<file path="src/rtl/encoder_if.sv">
// Request/result bundle for the priority encoder.
// The producer drives en/din; the encoder returns the registered dout/valid.
interface encoder_if #(
    parameter int WIDTH = 8
) ();
    localparam int OUT_W = $clog2(WIDTH);

    logic             en;
    logic [WIDTH-1:0] din;
    logic [OUT_W-1:0] dout;
    logic             valid;

    // Producer of requests, consumer of the encoded index
    modport master (
        output en,
        output din,
        input  dout,
        input  valid
    );

    // The encoder itself
    modport slave (
        input  en,
        input  din,
        output dout,
        output valid
    );
endinterface

</file>
<file path="src/rtl/encoder.sv">
// Registered WIDTH-to-$clog2(WIDTH) priority encoder with enable.
// The highest set bit of din wins. Bits below the winner never reach the
// outputs, so X/Z on them cannot propagate. One register stage, 1-cycle latency.
module encoder #(
    parameter int WIDTH = 8
) (
    input  logic       clk,
    input  logic       rst_n,
    encoder_if.slave   bus
);
    localparam int OUT_W = $clog2(WIDTH);

    // clear_chain[i] = 1 when every din bit at index >= i is 0.
    // clear_chain[WIDTH] is the empty prefix above the MSB.
    logic [WIDTH:0]                  clear_chain;
    // One-hot winner: din[i] set with nothing set above it.
    logic [WIDTH-1:0]                win;
    // term[b][i] = win[i] when bit b of index i is 1.
    logic [OUT_W-1:0][WIDTH-1:0]     term;
    logic [OUT_W-1:0]                idx;
    logic                            any_set;
    logic [OUT_W-1:0]                dout_next;
    logic                            valid_next;
    logic [OUT_W-1:0]                dout_reg;
    logic                            valid_reg;

    assign clear_chain[WIDTH] = 1'b1;

    // Scan from the MSB down. Once a 1 is seen the chain is a hard 0, and a
    // 0 ANDed with X stays 0, so lower bits are masked even when unknown.
    generate
        for (genvar gi = WIDTH - 1; gi >= 0; gi--) begin : g_scan
            assign clear_chain[gi] = clear_chain[gi+1] & ~bus.din[gi];
            assign win[gi]         = clear_chain[gi+1] &  bus.din[gi];
        end
    endgenerate

    // Binary-encode the one-hot winner: each index bit ORs the winners whose
    // position has that bit set.
    generate
        for (genvar gb = 0; gb < OUT_W; gb++) begin : g_bit
            for (genvar gi = 0; gi < WIDTH; gi++) begin : g_term
                localparam logic [OUT_W-1:0] POS = OUT_W'(gi);
                assign term[gb][gi] = win[gi] & POS[gb];
            end
            assign idx[gb] = |term[gb];
        end
    endgenerate

    assign any_set = |win;

    // Enable gating: a disabled cycle forces the idle result whatever din holds.
    always_comb begin
        dout_next  = '0;
        valid_next = 1'b0;
        if (bus.en) begin
            dout_next  = idx;
            valid_next = any_set;
        end
    end

    // Single output register stage; asynchronous clear on rst_n low.
    always_ff @(posedge clk or negedge rst_n) begin
        if (!rst_n) begin
            dout_reg  <= '0;
            valid_reg <= 1'b0;
        end else begin
            dout_reg  <= dout_next;
            valid_reg <= valid_next;
        end
    end

    assign bus.dout  = dout_reg;
    assign bus.valid = valid_reg;
endmodule

</file>
<file path="src/flat_wrapper.sv">
// flat-port wrapper written by rule: the top's interface ports become plain ports
module encoder_flat 
#(
    parameter int WIDTH = 8
)
  (clk, rst_n, bus_en, bus_din, bus_dout, bus_valid);
  encoder_if #(.WIDTH(WIDTH)) bus_i ();
  input  logic clk;
  input  logic rst_n;
  input wire logic [$bits(bus_i.en)-1:0] bus_en;
  input wire logic [$bits(bus_i.din)-1:0] bus_din;
  output wire logic [$bits(bus_i.dout)-1:0] bus_dout;
  output wire logic [$bits(bus_i.valid)-1:0] bus_valid;
  assign bus_i.en = bus_en;
  assign bus_i.din = bus_din;
  assign bus_dout = bus_i.dout;
  assign bus_valid = bus_i.valid;
  encoder #(.WIDTH(WIDTH)) u_core (.clk(clk), .rst_n(rst_n), .bus(bus_i));
endmodule
</file>
<file path="config.mk">
export PLATFORM = sky130hd
export DESIGN_NAME = encoder_flat
export DESIGN_NICKNAME = d
export VERILOG_FILES = /design/src/rtl/encoder_if.sv /design/src/rtl/encoder.sv /design/src/flat_wrapper.sv
export SDC_FILE = /design/constraint.sdc
export NUM_CORES = 1
export LEC_CHECK = 0
export CAP_MARGIN = 20
export CORE_AREA = 2 2 39 41
export CTS_CLUSTER_DIAMETER = 200
export DETAILED_ROUTE_END_ITERATION = 10
export DIE_AREA = 0 0 41 43
export GPL_TIMING_DRIVEN = 1
export SLEW_MARGIN = 10
export SYNTH_ARGS = -nofsm -noshare
export SYNTH_HDL_FRONTEND = slang
export SYNTH_SLANG_ARGS = --single-unit
</file>
<file path="constraint.sdc">
create_clock -name clk -period 0.8 [get_ports clk]
set_input_delay 0.16 -clock clk [delete_from_list [all_inputs] [get_ports clk]]
set_output_delay 0.16 -clock clk [all_outputs]
set_load 0.005 [all_outputs]
</file>
==> impl_results.md <==
* Crit path largest cell delay at 350 ps
* Total CTS buffers at 3
* Total Routed Length at 486 µm
* Root Driver: clkbuf_4
* Crit path DAT at 700 ps
* Clk slew on worst S/H paths at 40 ps
* Post-synthesis cell area at 180.2 µm²
* DRC Markers at 0
* Diodes inserted at 0
* Post-route worst setup slack at -56.36 ps
* MaxCap Viol Count at 0
* #FFs+latches synth at 4
* Die Width at 41 µm
* Worst-path cell chain: buf_2
* Share of cells above drive strength 1 at 42.86%
* Crit start category: register
* RSZ-0062 raised after global routing: true
* WS Path Type: register to primary output
* Drt initial violations at 8
* Synthesis Warnings at 0
* Final Wtd Congestion at 0.7415
* DR pass1 iterations at 4
* Via density at 3.745
* Antenna Violating Nets Remaining at 0
* Sink Count at 4
* Largest net degree at the start of global routing at 5
* Post-CTS setup buffer count at 0
* Status: complete, but fails checks
* Max reg flops at 3
* Tot GR Track Use at 7.143%
* Pwr Total at 0.5632 mW
* Worst VDD drop at 0.2775 mV
* Max Clk Rate at 1168 MHz
* Max FO, Critical Path at 1
* Port buffer count at 14
* Worst path buffer plus inverter count at 1
* CTS max path bufs at 2
* Fin. Hold Viols at 0
* Filler Cell Count at 152
* Drt wl/cell at 9.529 µm
* HPWL Detailed at 362.6 µm
* Non-filler instance count after layout at 51
* P_leak at 0.1658 nW
* Top delay family on crit path: flip-flops
* PwrDens at 1590 nW/µm²
* CTS Hold Bufs at 0
* Distinct cell type count after synthesis at 11
* Part of the cycle the worst path needs at 107.0%
* FP Rows at 14
* Final setup violation count at 4
* Slowest CP cell: dfrtp_1
* Final Net Count at 48
* Area grow syn2layout at 96.53%
* Met2 Usage GRT at 8.438%
* CTS tree: done
* Via count at 191
* GRT busiest layer: met4
* Relative slew slack at 84.16%
* Final Max Slew Viols at 0
* Total grt overflow at 0
* Vias in the first global route at 199
* Syn_nets at 27
* Worst Hold Class: input pin to asynchronous set/reset pin
* Worst setup EP type: primary output
* Placed Cells incl. Taps at 48
* Core area at 1384 µm²
* Critical path required time at 640 ps
* Chip Height at 43 µm
* Synthesized instance count at 16
* Failing checks: negative setup slack
* Initial Util at 13.02%
* Die footprint at 1763 µm²
* Worst Tran Pin Value at 235.8 ps
* Met3 Use GR at 0%
* Met1 global-route usage at 8.414%
* Minimum clock period at 856.4 ps
* I/O pin cnt at 15
* H-Tree Depth at 1
* Initial antenna violation count at 0
* Syn avg cell area at 11.26 µm²
* Seq/Total Area, Yosys at 55.56%
* First-pass GRT wire length at 752 µm
logic make-up (layout without fill, tap and decap cells):
| kind of cell | Yosys count | in the layout | share of synthesized area, % |
|---|---|---|---|
| AOI/OAI and AO/OA | 4 | 4 | 17.36 |
| buffers and inverters | 1 | 20 | 2.081 |
| DFF | 4 | 4 | 55.56 |
| and+or+nand+nor | 7 | 7 | 25.00 |
cells in the final DEF, fill, tap and decap left out:
cell | Yosys | routed
buf_2 | 0 | 5
dfrtp_1 | 4 | 4
o31a_1 | 3 | 3
clkbuf_4 | 0 | 3
clkdlybuf4s50_1 | 0 | 3
dlygate4sd2_1 | 0 | 3
buf_4 | 0 | 3
nor2_2 | 0 | 1
nor3_1 | 1 | 1
inv_1 | 1 | 1
nand2b_1 | 1 | 1
a21oi_1 | 1 | 1
nor4_4 | 0 | 1
and3_1 | 1 | 1
nand2_1 | 1 | 1
and2b_1 | 1 | 1
clkbuf_2 | 0 | 1
buf_6 | 0 | 1
cell usage after synthesis (all sizes together):
| cell | n | share of area (%) |
|---|---|---|
| dfrtp | 4 | 56 |
| o31a | 3 | 15 |
| a21oi | 1 | 2.8 |
| and2b | 1 | 4.2 |
| and3 | 1 | 3.5 |
| inv | 1 | 2.1 |
| nand2 | 1 | 2.1 |
| nand2b | 1 | 3.5 |
| nor2 | 1 | 2.1 |
| nor3 | 1 | 2.8 |
| nor4 | 1 | 6.9 |
power breakdown:
part / internal, mW / leakage [nW] / total [mW] / switching, mW
combinational: 0.0616 / 0.104 / 0.103 / 0.0411
clock: 0.167 / 0.0138 / 0.243 / 0.0752
sequential: 0.216 / 0.0482 / 0.218 / 0.00217
final timing paths:
kind / start / to / slack [ps] / depth (start not counted)
min in group clk: bus_din[7] / u_core.bus.valid / 270 / 4
hold / removal: rst_n / u_core.bus.dout[1] / 130 / 1
setup / recovery: u_core.bus.dout[2] / bus_dout[2] / -60 / 1
max in group asynchronous: rst_n / u_core.bus.valid / 510 / 1
final cells by class:
type / count / area [µm²] / share of cell area, %
clock buffers: 3 / 22.52 / 6.360
inverters: 1 / 3.754 / 1.060
multi-input cells: 11 / 87.58 / 24.73
flip-flops and latches: 4 / 100.1 / 28.27
well taps: 16 / 20.02 / 5.654
repair buffers: 16 / 120.1 / 33.92
repair_timing:
action	CTS	global route
resized for setup	35	3
pin swaps	2	1
setup endpoints to repair	8	5
endpoints found under the hold margin	0	0
per-stage QoR:
step | worst slack [ps] | TNS, ps | util [%] | cell area [µm²] | hold WS [ps]
finish | -56.36 | -210.0 | 25.59 | 354.1 | 127.1
floorplan | -39.41 | -39.41 | - | 188.9 | -135.6
detailed placement | -616.5 | -2655 | 26.31 | 364.1 | 369.9
CTS | -69.14 | -266.8 | 25.50 | 352.8 | 120.1
global placement | -590.5 | -2576 | 26.31 | 364.1 | 368.6
global route | -91.97 | -335.0 | 25.59 | 354.1 | 138.3
layer usage:
| layer | wire length (µm) | up-vias |
|---|---|---|
| li1 | - | 97 |
| met1 | 191 | 78 |
| met2 | 228 | 14 |
| met3 | 46 | 2 |
| met4 | 19 | 0 |
| met5 | 0 | - |
Note: power is estimated with default switching activity, not from simulation.
